`src/rtl/cond_sequencer.sv`:
```
// Multi-cycle conditional-execution sequencer: IDLE -> DECODE -> EXECUTE -> [MEMORY] -> WRITEBACK.
// Owns the architectural NZCV register and evaluates ARM condition codes against it.
module cond_sequencer (
  input  logic       i_Clk,
  input  logic       i_Reset,
  input  logic       i_Start,
  input  logic [3:0] i_Cond,
  input  logic       i_SetFlags,
  input  logic       i_RegWriteReq,
  input  logic       i_MemOp,
  input  logic       i_IsStore,
  input  logic       i_IsBranch,
  input  logic [3:0] i_ALUFlags,
  input  logic       i_MemReady,
  output logic       o_Ready,
  output logic       o_MemEn,
  output logic       o_MemWrite,
  output logic       o_RegWrite,
  output logic       o_PCWrite,
  output logic       o_BranchTaken,
  output logic       o_Done,
  output logic       o_Squashed,
  output logic       o_MemFault,
  output logic [3:0] o_CPSR,
  output logic [2:0] o_State
);

  // state     | meaning
  // IDLE      | ready, waits for i_Start and latches instruction fields
  // DECODE    | evaluates condition against CPSR, latches pass
  // EXECUTE   | optional CPSR update from ALU flags
  // MEMORY    | memory strobe, wait counter with timeout
  // WRITEBACK | retire: done/pcwrite and qualified write enables
  typedef enum logic [2:0] {
    IDLE      = 3'd0,
    DECODE    = 3'd1,
    EXECUTE   = 3'd2,
    MEMORY    = 3'd3,
    WRITEBACK = 3'd4
  } state_t;

  state_t     state_q, state_d;
  logic [3:0] cond_q;
  logic       set_flags_q, reg_write_q, mem_op_q, is_store_q, is_branch_q;
  logic       pass_q, fault_q;
  logic [3:0] wait_cnt_q;
  logic [3:0] cpsr_q;
  logic       cond_pass;

  always_comb begin
    logic n, z, c, v;
    {n, z, c, v} = cpsr_q;
    cond_pass = 1'b0;
    case (cond_q)
      4'b0000: cond_pass = z;
      4'b0001: cond_pass = !z;
      4'b0010: cond_pass = c;
      4'b0011: cond_pass = !c;
      4'b0100: cond_pass = n;
      4'b0101: cond_pass = !n;
      4'b0110: cond_pass = v;
      4'b0111: cond_pass = !v;
      4'b1000: cond_pass = c & !z;
      4'b1001: cond_pass = !c | z;
      4'b1010: cond_pass = (n == v);
      4'b1011: cond_pass = (n != v);
      4'b1100: cond_pass = !z & (n == v);
      4'b1101: cond_pass = z | (n != v);
      4'b1110: cond_pass = 1'b1;
      default: cond_pass = 1'b0;
    endcase
  end

  always_comb begin
    state_d = state_q;
    case (state_q)
      IDLE:      if (i_Start) state_d = DECODE;
      DECODE:    state_d = EXECUTE;
      EXECUTE:   state_d = (pass_q && mem_op_q) ? MEMORY : WRITEBACK;
      // Ready beats timeout when both land in the same cycle.
      MEMORY:    if (i_MemReady || wait_cnt_q == 4'd15) state_d = WRITEBACK;
      WRITEBACK: state_d = IDLE;
      default:   state_d = IDLE;
    endcase
  end

  always_ff @(posedge i_Clk) begin
    if (i_Reset) begin
      state_q     <= IDLE;
      cond_q      <= 4'd0;
      set_flags_q <= 1'b0;
      reg_write_q <= 1'b0;
      mem_op_q    <= 1'b0;
      is_store_q  <= 1'b0;
      is_branch_q <= 1'b0;
      pass_q      <= 1'b0;
      fault_q     <= 1'b0;
      wait_cnt_q  <= 4'd0;
      cpsr_q      <= 4'd0;
    end else begin
      state_q <= state_d;
      case (state_q)
        IDLE: if (i_Start) begin
          cond_q      <= i_Cond;
          set_flags_q <= i_SetFlags;
          reg_write_q <= i_RegWriteReq;
          mem_op_q    <= i_MemOp;
          is_store_q  <= i_IsStore;
          is_branch_q <= i_IsBranch;
        end
        DECODE: pass_q <= cond_pass;
        EXECUTE: begin
          wait_cnt_q <= 4'd0;
          if (pass_q && set_flags_q) cpsr_q <= i_ALUFlags;
        end
        MEMORY: if (!i_MemReady) begin
          wait_cnt_q <= wait_cnt_q + 4'd1;
          if (wait_cnt_q == 4'd15) fault_q <= 1'b1;
        end
        WRITEBACK: fault_q <= 1'b0;
        default: ;
      endcase
    end
  end

  // Outputs are forced low while reset is held, independent of the current state.
  always_comb begin
    o_Ready       = 1'b0;
    o_MemEn       = 1'b0;
    o_MemWrite    = 1'b0;
    o_RegWrite    = 1'b0;
    o_PCWrite     = 1'b0;
    o_BranchTaken = 1'b0;
    o_Done        = 1'b0;
    o_Squashed    = 1'b0;
    o_MemFault    = 1'b0;
    o_CPSR        = 4'd0;
    o_State       = 3'd0;
    if (!i_Reset) begin
      o_CPSR  = cpsr_q;
      o_State = state_q;
      case (state_q)
        IDLE: o_Ready = 1'b1;
        MEMORY: begin
          o_MemEn    = 1'b1;
          o_MemWrite = is_store_q;
        end
        WRITEBACK: begin
          o_Done        = 1'b1;
          o_PCWrite     = 1'b1;
          o_BranchTaken = pass_q & is_branch_q & !fault_q;
          o_RegWrite    = pass_q & reg_write_q & !(mem_op_q & is_store_q) & !fault_q;
          o_Squashed    = !pass_q;
          o_MemFault    = fault_q;
        end
        default: ;
      endcase
    end
  end

endmodule
```
`config.mk`:
```
export PLATFORM = sky130hd
export DESIGN_NAME = cond_sequencer
export DESIGN_NICKNAME = d
export VERILOG_FILES = /design/src/rtl/cond_sequencer.sv
export SDC_FILE = /design/constraint.sdc
export NUM_CORES = 1
export LEC_CHECK = 0
export CORE_AREA = 2 2 58 70
export DETAILED_ROUTE_END_ITERATION = 6
export DIE_AREA = 0 0 60 72
export GPL_ROUTABILITY_DRIVEN = 0
export PLACE_DENSITY = 0.64
export SYNTH_ARGS = -nofsm -noshare
export SYNTH_HDL_FRONTEND = slang
export SYNTH_SLANG_ARGS = --single-unit
```
`constraint.sdc`:
```
create_clock -name i_Clk -period 1.7 [get_ports i_Clk]
set_input_delay 0.17 -clock i_Clk [delete_from_list [all_inputs] [get_ports i_Clk]]
set_output_delay 0.17 -clock i_Clk [all_outputs]
set_load 0.005 [all_outputs]
```
Word level (Yosys, flattened, before mapping) --
Index checks and enable logic that the tools add are counted.
Word-level totals: output and inout bits 16, register bits 22
Operators by class: reductions and logical operators 19, mux-type cells 28, $add $sub $neg 1, bitwise operators 10, equality and inequality tests 25
Operators by type and width (number):
- equality test 4 bit (second input constant) | 8
- 2-to-1 mux 1 bit | 18
- equality test 4 x 3 -> 1 bit (second input constant) | 4
- case mux 1 bit (15 select lines) | 1
- 2-to-1 mux 3 bit | 4
- case mux 3 bit (4 select lines) | 1
- bitwise AND 1 bit | 8
- equality test 4 x 2 -> 1 bit (second input constant) | 2
- 2-to-1 mux 4 bit | 2
- inequality test 2 bit (second input constant) | 4
- case mux 4 bit (2 select lines) | 1
- AND reduction 2 bit | 4
- zero test 1 bit | 7
- equality test 3 x 2 -> 1 bit (second input constant) | 2
- adder 4 x 1 -> 4 bit (second input constant) | 1
- equality test 4 x 1 -> 1 bit (second input constant) | 1
- zero test 4 bit | 1
- nonzero test 2 bit | 2
- equality test 3 x 1 -> 1 bit (second input constant) | 1
- equality test 3 bit (second input constant) | 1
- zero test 3 bit | 1
- AND reduction 3 bit | 1
- logical AND 1 bit | 2
- OR 1 bit | 2
- other kinds (4) | 4

Longest topological paths before layout --
Gate-level depths: netlist (run 1).
word-level depth 6, mapped depth 6, depth with buffers taken out 5

Worst setup path before layout (run 1) --
Ideal clock, no wire load.
path type register -> register, start reg cond_q[2], end reg pass_q, setup slack 0.289 ns, setup time 0.129 ns, required time 1.571 ns, period minus slack after synthesis 1.411 ns, stages on the path, launching flop included 6, arrival 1.282 ns, path through dfxtp_1 clkbuf_1 mux2_2 a22o_1 a211oi_1 a31oi_1
On the way: longest elaborated chain between the ends 2, elaborated cells between the ends (all ways) 16, those cells by class eq/ne (14); mux (1); reduce/logical (1)
RTL lines:
- start: declaration | RTL line 43 | logic [3:0] cond_q;
- start signal: assignment | RTL line 104 | cond_q <= i_Cond;
- equality test 4 bit, or another cell as far along | RTL line 54 | case (cond_q)
- case mux 1 bit (15 select lines) * | RTL line 54
- end signal: assignment | RTL line 111 | DECODE: pass_q <= cond_pass;
- end: declaration | RTL line 45 | logic pass_q, fault_q;
Every way passes the cells marked *; elsewhere a longest branch is shown, timed or not. A chain may end at the register's enable or synchronous reset.

Worst setup path after layout (run 1) --
start reg state_q[2], end out o_Done
On the way: longest elaborated chain between the ends 3
RTL lines:
- start: declaration | RTL line 42 | state_t state_q, state_d;
- start signal: assignment | RTL line 101 | state_q <= state_d;
- equality test 3 bit | RTL line 142 | case (state_q)
- 2-to-1 mux 1 bit | RTL line 142
- 2-to-1 mux 1 bit | RTL line 139 | if (!i_Reset) begin
- end: declaration | RTL line 21 | output logic o_Done,
Every way passes these cells.

==> results of run 1 <==
## worst paths after layout
path,slack [ps],endpoint,startpoint,cells after the start
max,40,o_Done,state_q[2],4
min,450,cond_q[2],i_Cond[2],3
max reg2reg,100,pass_q,state_q[1],5
min reg2reg,460,is_branch_q,is_branch_q,2
## state kept, by name, summed over array words and instances (netlist names), 3 cells and up
| name | count |
|---|---|
| cond_q | 4 |
| cpsr_q | 4 |
| wait_cnt_q | 4 |
| state_q | 3 |
## through the flow
stage / hold slack (ps) / power (mW) / util, % / instances
2_1_floorplan: 306 / 0.650 / - / 152
3_3_place_gp: 440 / 0.734 / 45.7 / 238
3_5_place_dp: 452 / 0.738 / 45.7 / 238
4_1_cts: 457 / 1.11 / 48.5 / 244
5_1_grt: 465 / 1.17 / 49.3 / 246
6_report: 455 / 1.12 / 49.3 / 246
## power by group through the flow
| stage | clock (mW) | sequential (mW) | combinational [mW] |
|---|---|---|---|
| 6_report | 0.379 | 0.561 | 0.177 |
| 5_1_grt | 0.407 | 0.564 | 0.194 |
| 2_1_floorplan | 0 | 0.555 | 0.0951 |
| 4_1_cts | 0.378 | 0.559 | 0.175 |
| 3_3_place_gp | 0 | 0.570 | 0.164 |
| 3_5_place_dp | 0 | 0.572 | 0.166 |
## cell usage in the layout, fill, tap and decap left out, types with 3 or more instances in the layout
cell and instances:
a21oi_1 12, a22oi_1 3, and2_1 3, and3_1 4, and4b_1 3, buf_4 19
clkbuf_8 4, clkdlybuf4s50_1 23, dfxtp_1 19, dlygate4sd2_1 5, dlymetal6s2s_1 3, mux2_2 4
mux2i_1 5, nand2_1 25, nand2b_1 3, nor2_1 10, nor2b_1 6, nor3_1 3
nor4b_1 3
## layer usage
metal  vias up  share of wire (%)  GRT usage [%]
met3         4                3.5           1.60
met4         0                1.4           5.68
li1        623                  -              -
met2        29                 49           26.2
met1       571                 46           19.9
met5         -                  0              0
## kinds of logic (layout without fill, tap and decap cells)
group	Yosys count	in the layout	synth area share, %
AO/OA/AOI/OAI	30	30	16.0
XOR/XNOR	1	1	0.712
adder cells (fa/ha/maj)	1	1	1.02
buffers and inverters	14	56	5.39
flip-flops	22	22	35.8
multiplexers	9	9	7.73
AND/OR/NAND/NOR	75	75	33.4
## worst min-delay path, stage by stage
cell	delay, ps
clkdlybuf4s50_1	390
nand2_1	50
a21oi_1	50
## layout make-up
cell class	count	area, sq um	area share [%]
Multi-Input combinational cell	116	759	42.4
Timing Repair Buffer	50	454	25.4
Sequential cell	22	449	25.1
Tap cell	52	65.1	3.63
Clock buffer	4	55.1	3.07
Inverter	2	7.51	0.419
## what timing repair did
item / 4_1_cts / 5_1_grt
resized for setup: 17 / 6
setup endpoints to repair: 15 / 6
setup buffers: 2 / 2
pin swaps: 2 / 0
==> results.toml, run 1 <==
[logic_synthesis]
synth_nets = 170
yosysSeqAreaShare_pct = 35.8
ys_top_cells_by_area = "dfxtp_1 (36%), nand2_1 (7.6%), a21oi_1 (4.9%)"
yosysWarnings = 0
synth_top_cell_area_share_pct = 35.8
postSynthCellCount = 152
synth_seq_cells = 22
synth-edff-count = 0
yosys_most_used_dff = "dfxtp_1"
synth_commonest_cells = "nand2_1 (25), dfxtp_1 (22), a21oi_1 (12)"
synth_cell_types = 41
async_flop_share_pct = 0
syn_area_per_cell_sq_um = 8.09
synthMostInstantiatedCell = "nand2_1"
synth_area_sq_um = 1230
synth_top_area_cell = "dfxtp_1"

[sta]
max_freq_mhz = 603
worstMarginPinSlew_ps = 452
rsz0062_at_grt = "false"
finClkSkew_ps = 2.85
fin_crit_ps = 1660
setup_viol = 0
finalMaxSlewViolations = 0
period_share_pct = 97.5
setup_tns_ps = 0
max_slew_margin_pct = 69.8
final-hold-violation-count = 0
setup_slack_ps = 41.7

[worst_setup_path]
cp_data_required_time_ps = 1530
path_class = "register to output pin"
cp_top_family = "buffers and inverters"
cp_slowest_stage_delay_ps = 480
path_cells = "nor2b_4 -> and2_4 -> buf_4 -> clkdlybuf4s50_1"
startpoint_type = "register"
critPathBufInv = 2
endpoint_kind = "output pin"
crit_slowest_cell = "clkdlybuf4s50_1"
arrival_ps = 1490
cp_max_fo = 3

[place]
post-place-ws_ps = -145
dp_hpwl_um = 2310
dpl-instance-area_sq_um = 1660
portBuffers = 32

[grt]
grt_overflow_total = 0
track_usage_pct = 15.5
antenna_found_initial = 0
grt_pass1_vias = 1239
grt_first_pass_wirelength_um = 5350
grt_max_degree = 13

[clocking]
cts-htree-levels = 1
clock_path_buffers = 2
numCtsBuffers = 3
cts_tree = "yes"
cts_sinks = 22
clockRootBuffer = "clkbuf_8"
path_clk_slew_ps = 80
insertion_delay_ps = 260
cts_hold_buffers = 0

[cells_and_area]
nFillCells = 376
final_net_count = 213
area_delta_synth_final_pct = 45.6
final_layout_size_suffix_gt1_share_pct = 18.6
n_antenna_cell = 0
stdcell_area_sq_um = 1790

[power_and_ir_drop]
intPower_mw = 0.839
p_seq_share_pct = 50.3
pwr-share-clk_pct = 33.9
switching_share_pct = 24.9
irDropWorstVdd_v = 0.000499
leakage_nw = 0.784
powerDensity_nw_per_um2 = 624
power_switching_mw = 0.278
combPwrFrac_pct = 15.8

[drt]
wl_per_cell_um = 13.0
drtIter0Drc = 19
via_count = 1227
drtPass1Iterations = 4
drt_wl_total_um = 3200
viasPerCell = 4.99
drc = 0
drtAntennaViolNets = 0

[hold_path]
hold_class = "primary input to register"

[die]
die_y_um = 72
pin_count = 33
placementRows = 24
die_area_sq_um = 4320
initial_core_util_pct = 33.8
core_area_sq_um = 3630
fp.dieW_um = 60

[job]
maxCapViolations = 0

[run_status]
status = "completed"
No activity file was read; power rests on OpenSTA's default activity.
==> inputs of run 2 (changes only) <==
Settings changed: CTS_CLUSTER_SIZE set to 24.
==> results of run 2 <==
Same layout as run 1: the final DEF is identical, and so are final timing and power.
